**config.mk**
```make
export PLATFORM = sky130hd
export DESIGN_NAME = nanorv32_ahb_arbiter
export DESIGN_NICKNAME = d
export VERILOG_FILES = /design/src/rtl/nanorv32_ahb_arbiter_pkg.sv /design/src/rtl/nanorv32_ahb_arb_prio.sv /design/src/rtl/nanorv32_ahb_arbiter.sv
export SDC_FILE = /design/constraint.sdc
export NUM_CORES = 1
export LEC_CHECK = 0
export CORE_AREA = 2 2 120 122
export DETAILED_ROUTE_END_ITERATION = 10
export DIE_AREA = 0 0 122 124
export DONT_BUFFER_PORTS = 1
export GPL_TIMING_DRIVEN = 0
export PLACE_DENSITY = 0.3
export SYNTH_ARGS = -nofsm -noshare
export SYNTH_HDL_FRONTEND = slang
export SYNTH_SLANG_ARGS = --single-unit
```
**constraint.sdc**
```tcl
create_clock -name clk -period 4.45 [get_ports clk]
set_input_delay 0.445 -clock clk [delete_from_list [all_inputs] [get_ports clk]]
set_output_delay 0.445 -clock clk [all_outputs]
set_load 0.05 [all_outputs]
```
**src/rtl/nanorv32_ahb_arbiter_pkg.sv**
```systemverilog
// Shared AHB-lite encodings and master indices for the nanorv32_simpleahb
// arbiter and its grant/priority sub-block.
package nanorv32_ahb_arbiter_pkg;

    localparam logic [1:0] HTRANS_IDLE   = 2'b00;
    localparam logic [1:0] HTRANS_BUSY   = 2'b01;
    localparam logic [1:0] HTRANS_NONSEQ = 2'b10;
    localparam logic [1:0] HTRANS_SEQ    = 2'b11;

    localparam logic HRESP_OKAY  = 1'b0;
    localparam logic HRESP_ERROR = 1'b1;

    typedef enum logic {
        MST_IFETCH = 1'b0,
        MST_DATA   = 1'b1
    } mst_e;

    function automatic logic htrans_active(input logic [1:0] htrans);
        return htrans != HTRANS_IDLE;
    endfunction

endpackage

```
**src/rtl/nanorv32_ahb_arb_prio.sv**
```systemverilog
// Address-phase grant decision: fixed priority for the data port, with a
// saturating starvation counter that lets instruction fetch through.
module nanorv32_ahb_arb_prio
    import nanorv32_ahb_arbiter_pkg::*;
#(
    parameter int MAX_WAIT = 4
) (
    input  logic clk,
    input  logic rst_n,
    input  logic req0,
    input  logic req1,
    input  logic hold,
    input  logic s_hready,
    output logic gnt
);

    localparam int CNT_W = $clog2(MAX_WAIT + 1);
    localparam logic [CNT_W-1:0] CNT_MAX = CNT_W'(MAX_WAIT);

    mst_e gnt_r;
    mst_e gnt_sel;
    logic [CNT_W-1:0] starve_cnt;

    // A held address (slave wait state) keeps its owner; idle bus parks.
    always_comb begin
        gnt_sel = gnt_r;
        if (hold) begin
            gnt_sel = gnt_r;
        end else if (req0 && (!req1 || starve_cnt == CNT_MAX)) begin
            gnt_sel = MST_IFETCH;
        end else if (req1) begin
            gnt_sel = MST_DATA;
        end
    end

    always_ff @(posedge clk) begin
        if (!rst_n) begin
            gnt_r      <= MST_DATA;
            starve_cnt <= '0;
        end else begin
            gnt_r <= gnt_sel;
            if (req0 && s_hready) begin
                if (gnt_sel == MST_IFETCH) begin
                    starve_cnt <= '0;
                end else if (starve_cnt != CNT_MAX) begin
                    starve_cnt <= starve_cnt + 1'b1;
                end
            end
        end
    end

    assign gnt = (gnt_sel == MST_DATA);

endmodule

```
**src/rtl/nanorv32_ahb_arbiter.sv**
```systemverilog
// Two-master / one-slave AHB-lite arbiter: fetch port M0, load/store port M1,
// with separately tracked address and data phases.
module nanorv32_ahb_arbiter
    import nanorv32_ahb_arbiter_pkg::*;
#(
    parameter int ADDR_W   = 32,
    parameter int DATA_W   = 32,
    parameter int MAX_WAIT = 4
) (
    input  logic              clk,
    input  logic              rst_n,
    input  logic [ADDR_W-1:0] m0_haddr,
    input  logic [1:0]        m0_htrans,
    input  logic              m0_hwrite,
    input  logic [2:0]        m0_hsize,
    input  logic [DATA_W-1:0] m0_hwdata,
    output logic              m0_hready,
    output logic [DATA_W-1:0] m0_hrdata,
    output logic              m0_hresp,
    input  logic [ADDR_W-1:0] m1_haddr,
    input  logic [1:0]        m1_htrans,
    input  logic              m1_hwrite,
    input  logic [2:0]        m1_hsize,
    input  logic [DATA_W-1:0] m1_hwdata,
    output logic              m1_hready,
    output logic [DATA_W-1:0] m1_hrdata,
    output logic              m1_hresp,
    output logic [ADDR_W-1:0] s_haddr,
    output logic [1:0]        s_htrans,
    output logic              s_hwrite,
    output logic [2:0]        s_hsize,
    output logic [DATA_W-1:0] s_hwdata,
    input  logic              s_hready,
    input  logic [DATA_W-1:0] s_hrdata,
    input  logic              s_hresp
);

    logic req0;
    logic req1;
    logic gnt;
    logic hold_r;
    logic dph_valid_r;
    logic dph_owner_r;
    logic own0;
    logic own1;

    // Requests are masked during reset so the slave sees IDLE immediately.
    assign req0 = rst_n && htrans_active(m0_htrans);
    assign req1 = rst_n && htrans_active(m1_htrans);

    nanorv32_ahb_arb_prio #(
        .MAX_WAIT (MAX_WAIT)
    ) u_prio (
        .clk      (clk),
        .rst_n    (rst_n),
        .req0     (req0),
        .req1     (req1),
        .hold     (hold_r),
        .s_hready (s_hready),
        .gnt      (gnt)
    );

    // Burst continuity cannot survive an owner change, so every beat goes out as NONSEQ.
    always_comb begin
        s_haddr  = m0_haddr;
        s_hwrite = m0_hwrite;
        s_hsize  = m0_hsize;
        s_htrans = req0 ? HTRANS_NONSEQ : HTRANS_IDLE;
        if (gnt == MST_DATA) begin
            s_haddr  = m1_haddr;
            s_hwrite = m1_hwrite;
            s_hsize  = m1_hsize;
            s_htrans = req1 ? HTRANS_NONSEQ : HTRANS_IDLE;
        end
    end

    always_ff @(posedge clk) begin
        if (!rst_n) begin
            hold_r      <= 1'b0;
            dph_valid_r <= 1'b0;
            dph_owner_r <= MST_DATA;
        end else begin
            hold_r <= (s_htrans != HTRANS_IDLE) && !s_hready;
            if (s_hready) begin
                dph_valid_r <= (s_htrans != HTRANS_IDLE);
                dph_owner_r <= gnt;
            end
        end
    end

    assign own0 = dph_valid_r && (dph_owner_r == MST_IFETCH);
    assign own1 = dph_valid_r && (dph_owner_r == MST_DATA);

    always_comb begin
        s_hwdata = '0;
        if (own0) begin
            s_hwdata = m0_hwdata;
        end else if (own1) begin
            s_hwdata = m1_hwdata;
        end
    end

    // A requester that lost arbitration is stalled; otherwise it follows the slave.
    always_comb begin
        m0_hready = 1'b1;
        m1_hready = 1'b1;
        if (own0) begin
            m0_hready = s_hready;
        end else if (req0) begin
            m0_hready = (gnt == MST_IFETCH) ? s_hready : 1'b0;
        end
        if (own1) begin
            m1_hready = s_hready;
        end else if (req1) begin
            m1_hready = (gnt == MST_DATA) ? s_hready : 1'b0;
        end
    end

    assign m0_hresp  = own0 ? s_hresp : HRESP_OKAY;
    assign m1_hresp  = own1 ? s_hresp : HRESP_OKAY;
    assign m0_hrdata = s_hrdata;
    assign m1_hrdata = s_hrdata;

endmodule

```
# Word level (Yosys, flattened, before mapping)
# Index checks and enable logic that the tools add are counted.
# word_totals
regBits	7
in_bits	176
output_inout_bits	138
elab_cells	45
# classes
addsub	1
n_eq_ne	3
mux	21
bitwise	1
n_reduce_logical	14
# op_table
op	count
$mux W32	3
$mux W1	12
$mux W3	3
$logic_and A1 B1 Y1	7
$mux W2	3
$reduce_bool A2 Y1	3
$add A3 B1 Y3 const B	1
$eq A3 B3 Y1 const B	1
$ne A3 B3 Y1 const B	1
$logic_not A1 Y1	2
$ne A2 B1 Y1 const B	1
$reduce_and A2 Y1	1
$logic_or A1 B1 Y1	1
$not A1 Y1	1

# Longest topological paths before layout
# Gate-level depths: netlist of the first run.
# logic_depth
depth_word	10
depth_mapped	8
depth_no_buf	6

# Hierarchy
# Synthesis of the first run repeated with hierarchy kept, for this count alone.
# unflattened
hier_cells	231
hier_area_um2	2123.3
# by_module_without_submodules
module	instances	cells_each	area_each_um2	seq_area_each_um2
nanorv32_ahb_arbiter	1	203	1890.6	60.1
nanorv32_ahb_arb_prio	1	28	232.7	80.1

# Worst setup path before layout of the first run
# Ideal clock, no wire load.
# synth_path
path_kind	reg2out
from	register dph_owner_r
to	output port m0_hready
arrival_time_ns	1.788
required_ns	4.005
path_slack_ns	2.217
stages_incl_launch_ff	4
n_path_buf	1
cell_sequence	dfxtp_1 clkbuf_1 nor2b_1 o21ai_0
# synth_between
elab_chain_len	3
# synth_lines
element	line_no	rtl
start, declared	nanorv32_ahb_arbiter.sv:43	logic dph_owner_r;
start signal, assigned	nanorv32_ahb_arbiter.sv:86	dph_owner_r <= gnt;
$not A1 Y1	nanorv32_ahb_arbiter.sv:91	assign own0 = dph_valid_r && (dph_owner_r == MST_IFETCH);
$logic_and A1 B1 Y1	nanorv32_ahb_arbiter.sv:91	
$mux W1	nanorv32_ahb_arbiter.sv:107	if (own0) begin
end, declared	nanorv32_ahb_arbiter.sv:17	output logic m0_hready,
# Every way passes these cells.

# Final worst setup path of the first run
# layout_path
from	register dph_owner_r
to	output port s_hwdata[18]
# layout_between
elab_chain_len	3
elab_cells_between_ends	5
classes_between	mux (2); bitwise (1); reduce/logical (2)
# layout_lines
element	line_no	rtl
$logic_and A1 B1 Y1 or $not A1 Y1 (tied branches)	nanorv32_ahb_arbiter.sv:92, nanorv32_ahb_arbiter.sv:91	
$mux W32 or $logic_and A1 B1 Y1 (tied branches)	nanorv32_ahb_arbiter.sv:98, nanorv32_ahb_arbiter.sv:91	
$mux W32 *	nanorv32_ahb_arbiter.sv:96	if (own0) begin
end, declared	nanorv32_ahb_arbiter.sv:32	output logic [DATA_W-1:0] s_hwdata,
# Every way passes the cells marked *; elsewhere a longest branch is shown, timed or not.

==> results of run 1 <==
worst max-delay path, cell delays in order (launching register included):
cell and delay [ns]:
dfxtp_1 0.30, clkbuf_1 0.45, buf_2 0.41, mux2i_1 0.12, nor2b_1 0.76
power by group:
| group | total (mW) | internal, mW | switching (mW) |
|---|---|---|---|
| Combinational | 0.440 | 0.112 | 0.328 |
| Sequential | 0.0692 | 0.0658 | 0.00335 |
| Clock | 0.155 | 0.119 | 0.0358 |
per-layer routing:
layer | GRT usage | share of wire
met1 | 0.0835 | 0.35
met2 | 0.140 | 0.53
met3 | 0.0192 | 0.11
met4 | 0.0129 | 0.0029
met5 | 0 | 0
stage by stage:
| stage | util | std cells |
|---|---|---|
| 2_1_floorplan | - | 231 |
| 3_3_place_gp | 0.162 | 411 |
| 3_5_place_dp | 0.162 | 411 |
| 4_1_cts | 0.168 | 415 |
| 5_1_grt | 0.168 | 415 |
| 6_report | 0.168 | 415 |
sequential cells by signal (all words and copies together), names as in the netlist:
name,count
u_prio.starve_cnt,3
dph_valid_r,1
dph_owner_r,1
hold_r,1
u_prio.gnt_r,1
worst max-delay path by stage:
stage	from	to	slack (ns)	cells past startpoint
floorplan	dph_owner_r$_SDFFE_PN1P_	m0_hready	2.22	3
global placement	dph_owner_r$_SDFFE_PN1P_	m0_hready	1.89	3
detailed placement	dph_owner_r$_SDFFE_PN1P_	s_hwdata[17]	1.91	4
CTS	dph_owner_r$_SDFFE_PN1P_	s_hwdata[11]	1.66	4
global route	dph_owner_r$_SDFFE_PN1P_	s_hwdata[22]	1.59	4
finish	dph_owner_r$_SDFFE_PN1P_	s_hwdata[18]	1.73	4
cell usage in the layout, fill, tap and decap left out:
master / count
buf_4: 65
nor2b_1: 35
mux2i_1: 32
mux2_4: 18
mux2_2: 18
dfxtp_1: 7
clkbuf_1: 6
buf_2: 4
nor2_1: 3
o21ai_0: 3
a31oi_1: 3
buf_6: 3
nand2_1: 3
clkbuf_16: 3
and2_1: 2
inv_1: 2
o21ai_1: 2
o21a_1: 2
nand3_1: 2
nand2b_1: 2
a21oi_1: 2
a211o_1: 2
nor4_1: 2
ha_1: 2
inv_2: 1
a2bb2oi_1: 1
nor4_4: 1
o21ba_2: 1
nor2_2: 1
and3_1: 1
a22o_1: 1
o31ai_1: 1
nor3b_1: 1
nand4_1: 1
or4b_1: 1
conb_1: 1
area by class of cell:
type	instances	area [um2]	area share
plain buffers	77	561	0.243
clock buffers	4	78.8	0.0342
inverters	3	11.3	0.00488
multi-input cells	144	1290	0.559
flip-flops and latches	7	140	0.0608
well taps	180	225	0.0977
cell families (layout without fill, tap and decap cells):
group                      after synthesis  count (layout)  share of synthesized area
buffers and inverters                   80              84                      0.286
adders and majority gates                2               2                     0.0125
other                                    1               1                    0.00187
muxes                                   68              68                      0.396
DFF                                      7               7                     0.0700
AOI/OAI and AO/OA                       18              18                     0.0606
and+or+nand+nor                         55              55                      0.173
==> reports/metrics.csv, run 1 <==
metric,value,unit
maxCapViolCount,0,
die_w,122,um
avgSynthCellArea,8.67,um2
antennaDiodeCount,0,
max_slew_margin,0.348,
grt_pass1_vias,1452,
placementRows,43,
final_antenna_net_count,0,
fin_crit_sh,0.611,
cts.clk_slew.worst_paths,0.04,ns
core_area,0.0137,mm2
drive_gt1_frac,0.489,
num_vias,1639,
path_max_fanout,10,
ys_ff_latch,7,
layout_min_cycle_time,2.72,ns
firstDrtPassIters,4,
syn_nets,409,
synth_ff_type,dfxtp_1,
fin_worst_skew,0.00166,ns
cts_setup_buffers,0,
status,completed,
clock_path_buffers,2,
synthCells,231,
drt-vias-per-instance,3.95,
synth_edf_count,0,
cts.sinks,7,
yosysUniqueCellTypes,35,
hold_end,u_prio.gnt_r$_SDFF_PN1_,
finalWorstSetupSlack,1.73,ns
finalSetupViolations,0,
worst_pin_slew,0.971,ns
syn_area,0.00200,mm2
synth_top_area_frac,0.244,
critical_path_class,reg -> out,
fmax,0.368,GHz
slew_viol_final,0,
overflow,0,
die_h,124,um
io_pins,314,
cts_root_buf,clkbuf_16,
post-synth-top-count-cell,buf_4,
area_delta_synth_final,15.2,%
final_cell_area,0.00231,mm2
synthTopCellsByArea,"buf_4 (24%), mux2i_1 (16%), mux2_4 (14%)",
r2r-end,dph_owner_r$_SDFFE_PN1P_,
netlist_top_cells_count,"buf_4 (65), nor2b_1 (35), mux2i_1 (32)",
holdWs,0.290,ns
cts_buffers,3,
fillers,1547,
ys_async_sr_fraction,0,
min-delay-start,rst_n,
tns,0,ns
grt_pass1_wl,8310,um
hold_buffers,0,
antenna_found_initial,0,
wl,7210,um
required,4.01,ns
place_ws,1.91,ns
layout.nets,414,
ys_seq_area_frac,0.0700,
drc,0,
r2r_slack,2.55,ns
dieArea,0.0151,mm2
grt_usage,0.0737,
endpoint_kind,primary output,
grt_setup_unrepaired,false,
dpl_cell_area,0.00223,mm2
grt_max_degree,11,
cts_resized,0,
hold_depth,1,
r2r_start,u_prio.starve_cnt[0]$_SDFFE_PN0P_,
drt_iter0_drc,17,
tritoncts,yes,
wl_per_cell,17.4,um
start_util,0.146,
gp_congestion,0.752,
worstHoldPathType,in -> reg,
startpoint_type,flop,
rr_worst_depth,8,
htreeDepth,1,
dpl.hpwl,6500,um
cp_data_arrival_time,2.27,ns
leakage,1.15,nW
synth_area_leader_cell,buf_4,
power.density,288,mW/mm2
port_buffers,0,
vdd_drop_max,0.0951,mV
clk_latency,0.23,ns
finalPower,0.664,mW
hold_viol_final,0,
yosysWarnings,0,
(Power assumes the default switching activity.)
==> run 2, diff against run 1 <==
Settings changed: ABC_AREA set to 1, CORE_AREA 2 2 120 122 to 2 2 123 125, DIE_AREA 0 0 122 124 to 0 0 125 127.
Clock period 4.45 ns to 2.67 ns, I/O delays scaled along.
==> run 2 against run 1 <==
Effect of this change:
- first-iteration DRC count grew to 3.3 times the previous value
- via count grew 13%
- hold slack lost 0.19 ns
- non-clock buffer count grew 2
- critical path type unchanged
==> reports/metrics.csv, run 2 <==
metric,value,unit,change
status,completed,,
htreeDepth,1,,unchanged
placementRows,44,,+2.3%
endpoint_kind,primary output,,
grt_setup_unrepaired,false,,
antennaDiodeCount,0,,unchanged
fmax,0.420,GHz,
layout_common_cells,"nand2_1 (122), buf_4 (66), a22o_1 (32)",,
synthTopCellsByArea,"buf_4 (28%), nand2_1 (26%), a22o_1 (16%)",,
final_antenna_net_count,0,,unchanged
cts_setup_buffers,0,,unchanged
wl,7250,um,+0.64%
worstHoldPathType,in -> reg,,
cts_root_buf,clkbuf_16,,
required,2.40,ns,-1.61 ns
worst_pin_slew,1.07,ns,+0.0980 ns
firstDrtPassIters,4,,unchanged
cts.sinks,7,,unchanged
drt_iter0_drc,56,,+39
num_vias,1853,,+13%
yosysUniqueCellTypes,23,,-34%
cts.clk_slew.worst_paths,0.04,ns,about the same
gp_congestion,0.664,,-12%
seqCellArea,140,um2,unchanged
slew_viol_final,0,,unchanged
top_register,u_prio.starve_cnt,,
tritoncts,yes,,
dpl.hpwl,6350,um,-2.3%
die_h,127,um,+2.4%
yosysWarnings,0,,unchanged
synthCells,292,,+26%
maxCapViolCount,0,,unchanged
dpl_cell_area,0.00198,mm2,-11%
cts_buffers,3,,unchanged
ys_seq_area_frac,0.0805,,+0.0105
tns,0,ns,unchanged
hold_buffers,0,,unchanged
drc,0,,unchanged
syn_area,0.00174,mm2,-13%
synth_top_family_by_area,buffers and inverters,,
syn_nets,470,,+15%
wl_met2,3760,um,-2.1%
core_area,0.0144,mm2,+5.1%
startpoint_type,flop,,
synth_fa_ha_area_frac,0.0144,,+0.00188
fin_crit_sh,0.891,,
ys_ff_latch,7,,unchanged
final_cell_area,0.00205,mm2,-11%
finalSetupViolations,0,,unchanged
post-synth-top-count-cell,nand2_1,,
netlist_top_cells_count,"nand2_1 (122), buf_4 (66), a22o_1 (32)",,
hold_viol_final,0,,unchanged
wl_met1,2720,um,+6.8%
clock_path_buffers,2,,unchanged
power.density,639,mW/mm2,+120%
highest_layer,met4,,
dieArea,0.0159,mm2,+4.9%
cp_data_arrival_time,2.11,ns,-0.16 ns
layout_commonest_cell,nand2_1,,
wl_per_cell,15.1,um,-13%
fillers,1679,,+8.5%
synth_edf_count,0,,unchanged
synth.area.mux_share,0,,-0.396
clk_latency,0.24,ns,about the same
max_slew_margin,0.284,,-0.0641
grt_pass1_vias,1555,,+7.1%
leakage,1.08,nW,-6.2%
drive_gt1_frac,0.284,,-0.206
grt_pass1_wl,9100,um,+9.5%
synthXorXnorAreaFrac,0.00503,,+0.00503
area_delta_synth_final,18.0,%,
synth_area_leader_cell,buf_4,,
avgSynthCellArea,5.96,um2,-31%
io_pins,314,,unchanged
overflow,0,,unchanged
largest_reg_flops,3,,unchanged
layout_min_cycle_time,2.38,ns,
drt-vias-per-instance,3.86,,-2.3%
antenna_found_initial,0,,unchanged
die_w,125,um,+2.5%
grt_usage,0.0743,,+0.000616
synth_ff_type,dfxtp_1,,
synth_top_area_frac,0.285,,+0.0409
grt_max_degree,11,,unchanged
dr_wl_met3,511,um,-36%
layout.nets,475,,+15%
synthSimpleGateAreaFrac,0.339,,+0.165
cts_resized,0,,unchanged
synth_compound_area_frac,0.188,,+0.128
start_util,0.121,,-0.0253
critical_path_class,reg -> out,,
path_max_fanout,10,,unchanged
port_buffers,0,,unchanged
vdd_drop_max,0.159,mV,+68%
multi_input_area,960,um2,-26%
finalPower,1.31,mW,+98%
ys_async_sr_fraction,0,,unchanged
fin_worst_skew,0.00359,ns,+0.00193 ns
[run 2: changes by cell type in the layout (fill, tap and decap cells not counted), sizes merged, moves of 11 or more]
cell / change
nand2: +122
mux2: -36
nor2b: -35
mux2i: -32
a22o: +31
inv: +11
[run 2: report_power, final]
| group | internal (mW) | switching, mW | total [mW] |
|---|---|---|---|
| Clock | 0.199 | 0.0640 | 0.263 |
| Sequential | 0.113 | 0.00601 | 0.119 |
| Combinational | 0.165 | 0.765 | 0.930 |
[run 2: cell families after synthesis]
kind of cell / count (synthesis)
compound gates: 41
xor+xnor: 1
buf+inv: 94
other cells: 1
flops: 7
simple gates: 146
fa+ha+maj: 2
[run 2: through the flow]
stage | std cells | hold slack, ns | setup WS (ns) | utilization
6_report | 480 | 0.103 | 0.291 | 0.142
4_1_cts | 480 | 0.102 | 0.200 | 0.142
3_5_place_dp | 476 | 0.340 | 0.454 | 0.137
3_3_place_gp | 476 | 0.343 | 0.392 | 0.137
5_1_grt | 480 | 0.104 | 0.0834 | 0.142
2_1_floorplan | 292 | 0.336 | 0.652 | -
[run 2: layer usage]
metal / track usage / vias up
li1: - / 883
met1: 0.0917 / 829
met2: 0.129 / 130
met3: 0.00921 / 11
met4: 0.0340 / 0
met5: 0 / -
[run 2: worst max-delay path, stage by stage, from the launching register on]
cell and delay [ns]:
dfxtp_1 0.34, inv_1 0.06, ha_1 0.19, nand2_1 0.08, nand3_1 0.09, nand2_2 0.15
nand2_4 0.09, inv_2 0.24, buf_6 0.19, nand2_1 0.05, nand2_1 0.38
[run 2: final timing paths]
check	to	cells past startpoint	start	slack [ns]
setup / recovery	s_haddr[17]	10	u_prio.starve_cnt[0]$_SDFFE_PN0P_	0.29
hold reg to reg	u_prio.starve_cnt[0]$_SDFFE_PN0P_	2	u_prio.starve_cnt[0]$_SDFFE_PN0P_	0.51
setup reg to reg	dph_valid_r$_SDFFE_PN0P_	11	u_prio.starve_cnt[0]$_SDFFE_PN0P_	1.13
hold / removal	hold_r$_SDFF_PN0_	1	s_hready	0.10
[run 2: area by class of cell]
class / instances / area share
Buffer: 79 / 0.287
Multi-Input combinational cell: 191 / 0.467
Clock buffer: 4 / 0.0384
Inverter: 15 / 0.0274
Sequential cell: 7 / 0.0682
Tap cell: 184 / 0.112
==> run 3, diff against run 2 <==
Settings changed: CTS_BUF_LIST set to sky130_fd_sc_hd__clkbuf_4 sky130_fd_sc_hd__clkbuf_8 sky130_fd_sc_hd__clkbuf_16.
==> run 3 against run 2 <==
Effect of this change:
- count of clock-buffer cells in the layout unchanged
- combinational power hardly changed
- clock power grew 4%
- critical path depth did not move
- first-iteration DRC count stayed put
- maximum frequency about the same
- highest routed layer unchanged
==> reports/metrics.csv, run 3 (synthesis gave the netlist of run 2 again) <==
metric,value,unit,change
status,completed,,
hold_viol_final,0,,unchanged
antennaDiodeCount,0,,unchanged
critPathMaxStageDelay,0.38,ns,about the same
utilization,0.143,,+0.000260
cts.clk_slew.worst_paths,0.04,ns,about the same
gp_congestion,0.664,,unchanged
layout.nets,475,,unchanged
antenna_found_initial,0,,unchanged
cts_resized,0,,unchanged
startpoint_type,flop,,
firstDrtPassIters,4,,unchanged
leakage,1.08,nW,+0.32%
wl_per_cell,15.1,um,about the same
layout_common_cells,"nand2_1 (122), buf_4 (66), a22o_1 (32)",,
dpl.hpwl,6350,um,unchanged
met1_usage,0.0917,,unchanged
grt_pass1_wl,9100,um,unchanged
cp_data_arrival_time,2.11,ns,about the same
num_vias,1857,,+0.22%
max_slew_margin,0.284,,unchanged
tns,0,ns,unchanged
crit_top_cell,nand2_1,,
grt_pass1_vias,1555,,unchanged
path_cells,"inv_1, ha_1, nand2_1, nand3_1, nand2_2, nand2_4, inv_2, buf_6, nand2_1, nand2_1",,
path_max_fanout,10,,unchanged
area_delta_synth_final,18.3,%,
largest_reg_flops,3,,unchanged
port_buffers,0,,unchanged
worst_pin_slew,1.07,ns,unchanged
final_antenna_net_count,0,,unchanged
required,2.40,ns,about the same
slew_viol_final,0,,unchanged
wl,7260,um,about the same
grt_setup_unrepaired,false,,
layout_commonest_cell,nand2_1,,
die_h,127,um,unchanged
cts_root_buf,clkbuf_16,,
drive_gt1_frac,0.287,,+0.00338
tritoncts,yes,,
hold_buffers,0,,unchanged
finalSetupViolations,0,,unchanged
busiest_layer,met2,,
cts_buffers,3,,unchanged
drt-vias-per-instance,3.87,,+0.22%
slowest_stage,nand2_1,,
clock_path_buffers,2,,unchanged
fin_crit_sh,0.891,,about the same
grt_use_met2,0.129,,unchanged
grt_usage,0.0743,,unchanged
worstHoldPathType,in -> reg,,
seqCellArea,140,um2,unchanged
vdd_drop_max,0.159,mV,about the same
fin_worst_skew,0.00395,ns,+0.000357 ns
power.density,643,mW/mm2,+0.61%
drc,0,,unchanged
die_w,125,um,unchanged
dieArea,0.0159,mm2,unchanged
io_pins,314,,unchanged
cts_setup_buffers,0,,unchanged
maxCapViolCount,0,,unchanged
crit_family,simple AND/OR/NAND/NOR gates,,
fmax,0.420,GHz,about the same
multi_input_area,960,um2,unchanged
core_area,0.0144,mm2,unchanged
clk_latency,0.24,ns,about the same
cts.sinks,7,,unchanged
fillers,1678,,-0.060%
placementRows,44,,unchanged
grt_max_degree,11,,unchanged
endpoint_kind,primary output,,
htreeDepth,1,,unchanged
start_util,0.121,,unchanged
drt_iter0_drc,56,,unchanged
top_register,u_prio.starve_cnt,,
overflow,0,,unchanged
critical_path_class,reg -> out,,
layout_min_cycle_time,2.38,ns,+0.00112 ns
grtUsageMet3,0.00921,,unchanged
path_buf_inv,3,,unchanged
run 3: where the power goes:
part           switching, mW  internal, mW  total (mW)
Clock                 0.0643         0.210       0.274
Sequential           0.00601         0.113       0.119
Combinational          0.765         0.165       0.930
Total                  0.835         0.488        1.32
run 3: worst paths after layout:
| check | startpoint | end | slack [ns] | cells past startpoint |
|---|---|---|---|---|
| setup reg to reg | u_prio.starve_cnt[0]$_SDFFE_PN0P_ | dph_valid_r$_SDFFE_PN0P_ | 1.12 | 11 |
| hold reg to reg | u_prio.starve_cnt[0]$_SDFFE_PN0P_ | u_prio.starve_cnt[0]$_SDFFE_PN0P_ | 0.51 | 2 |
| setup / recovery | u_prio.starve_cnt[0]$_SDFFE_PN0P_ | s_haddr[17] | 0.29 | 10 |
| hold / removal | s_hready | hold_r$_SDFF_PN0_ | 0.10 | 1 |
run 3: final cells by class:
class                      instances  share of cell area
clock buffer                       4              0.0401
inverter                          15              0.0274
buffer                            79               0.286
sequential                         7              0.0681
multi-input combinational        191               0.466
tap                              184               0.112
run 3: per-layer routing:
metal	wire length [um]	share of wire
met5	0	0
met4	265	0.037
met3	511	0.070
met2	3760	0.52
met1	2720	0.37
run 3: through the flow:
| stage | power (mW) | worst slack [ns] | std cells | instance area, um2 | hold WS (ns) |
|---|---|---|---|---|---|
| 2_1_floorplan | 0.987 | 0.652 | 292 | 1740 | 0.336 |
| 3_3_place_gp | 1.06 | 0.392 | 476 | 1970 | 0.343 |
| 3_5_place_dp | 1.06 | 0.454 | 476 | 1980 | 0.340 |
| 4_1_cts | 1.34 | 0.200 | 480 | 2060 | 0.102 |
| 5_1_grt | 1.38 | 0.0834 | 480 | 2060 | 0.103 |
| 6_report | 1.32 | 0.290 | 480 | 2060 | 0.102 |
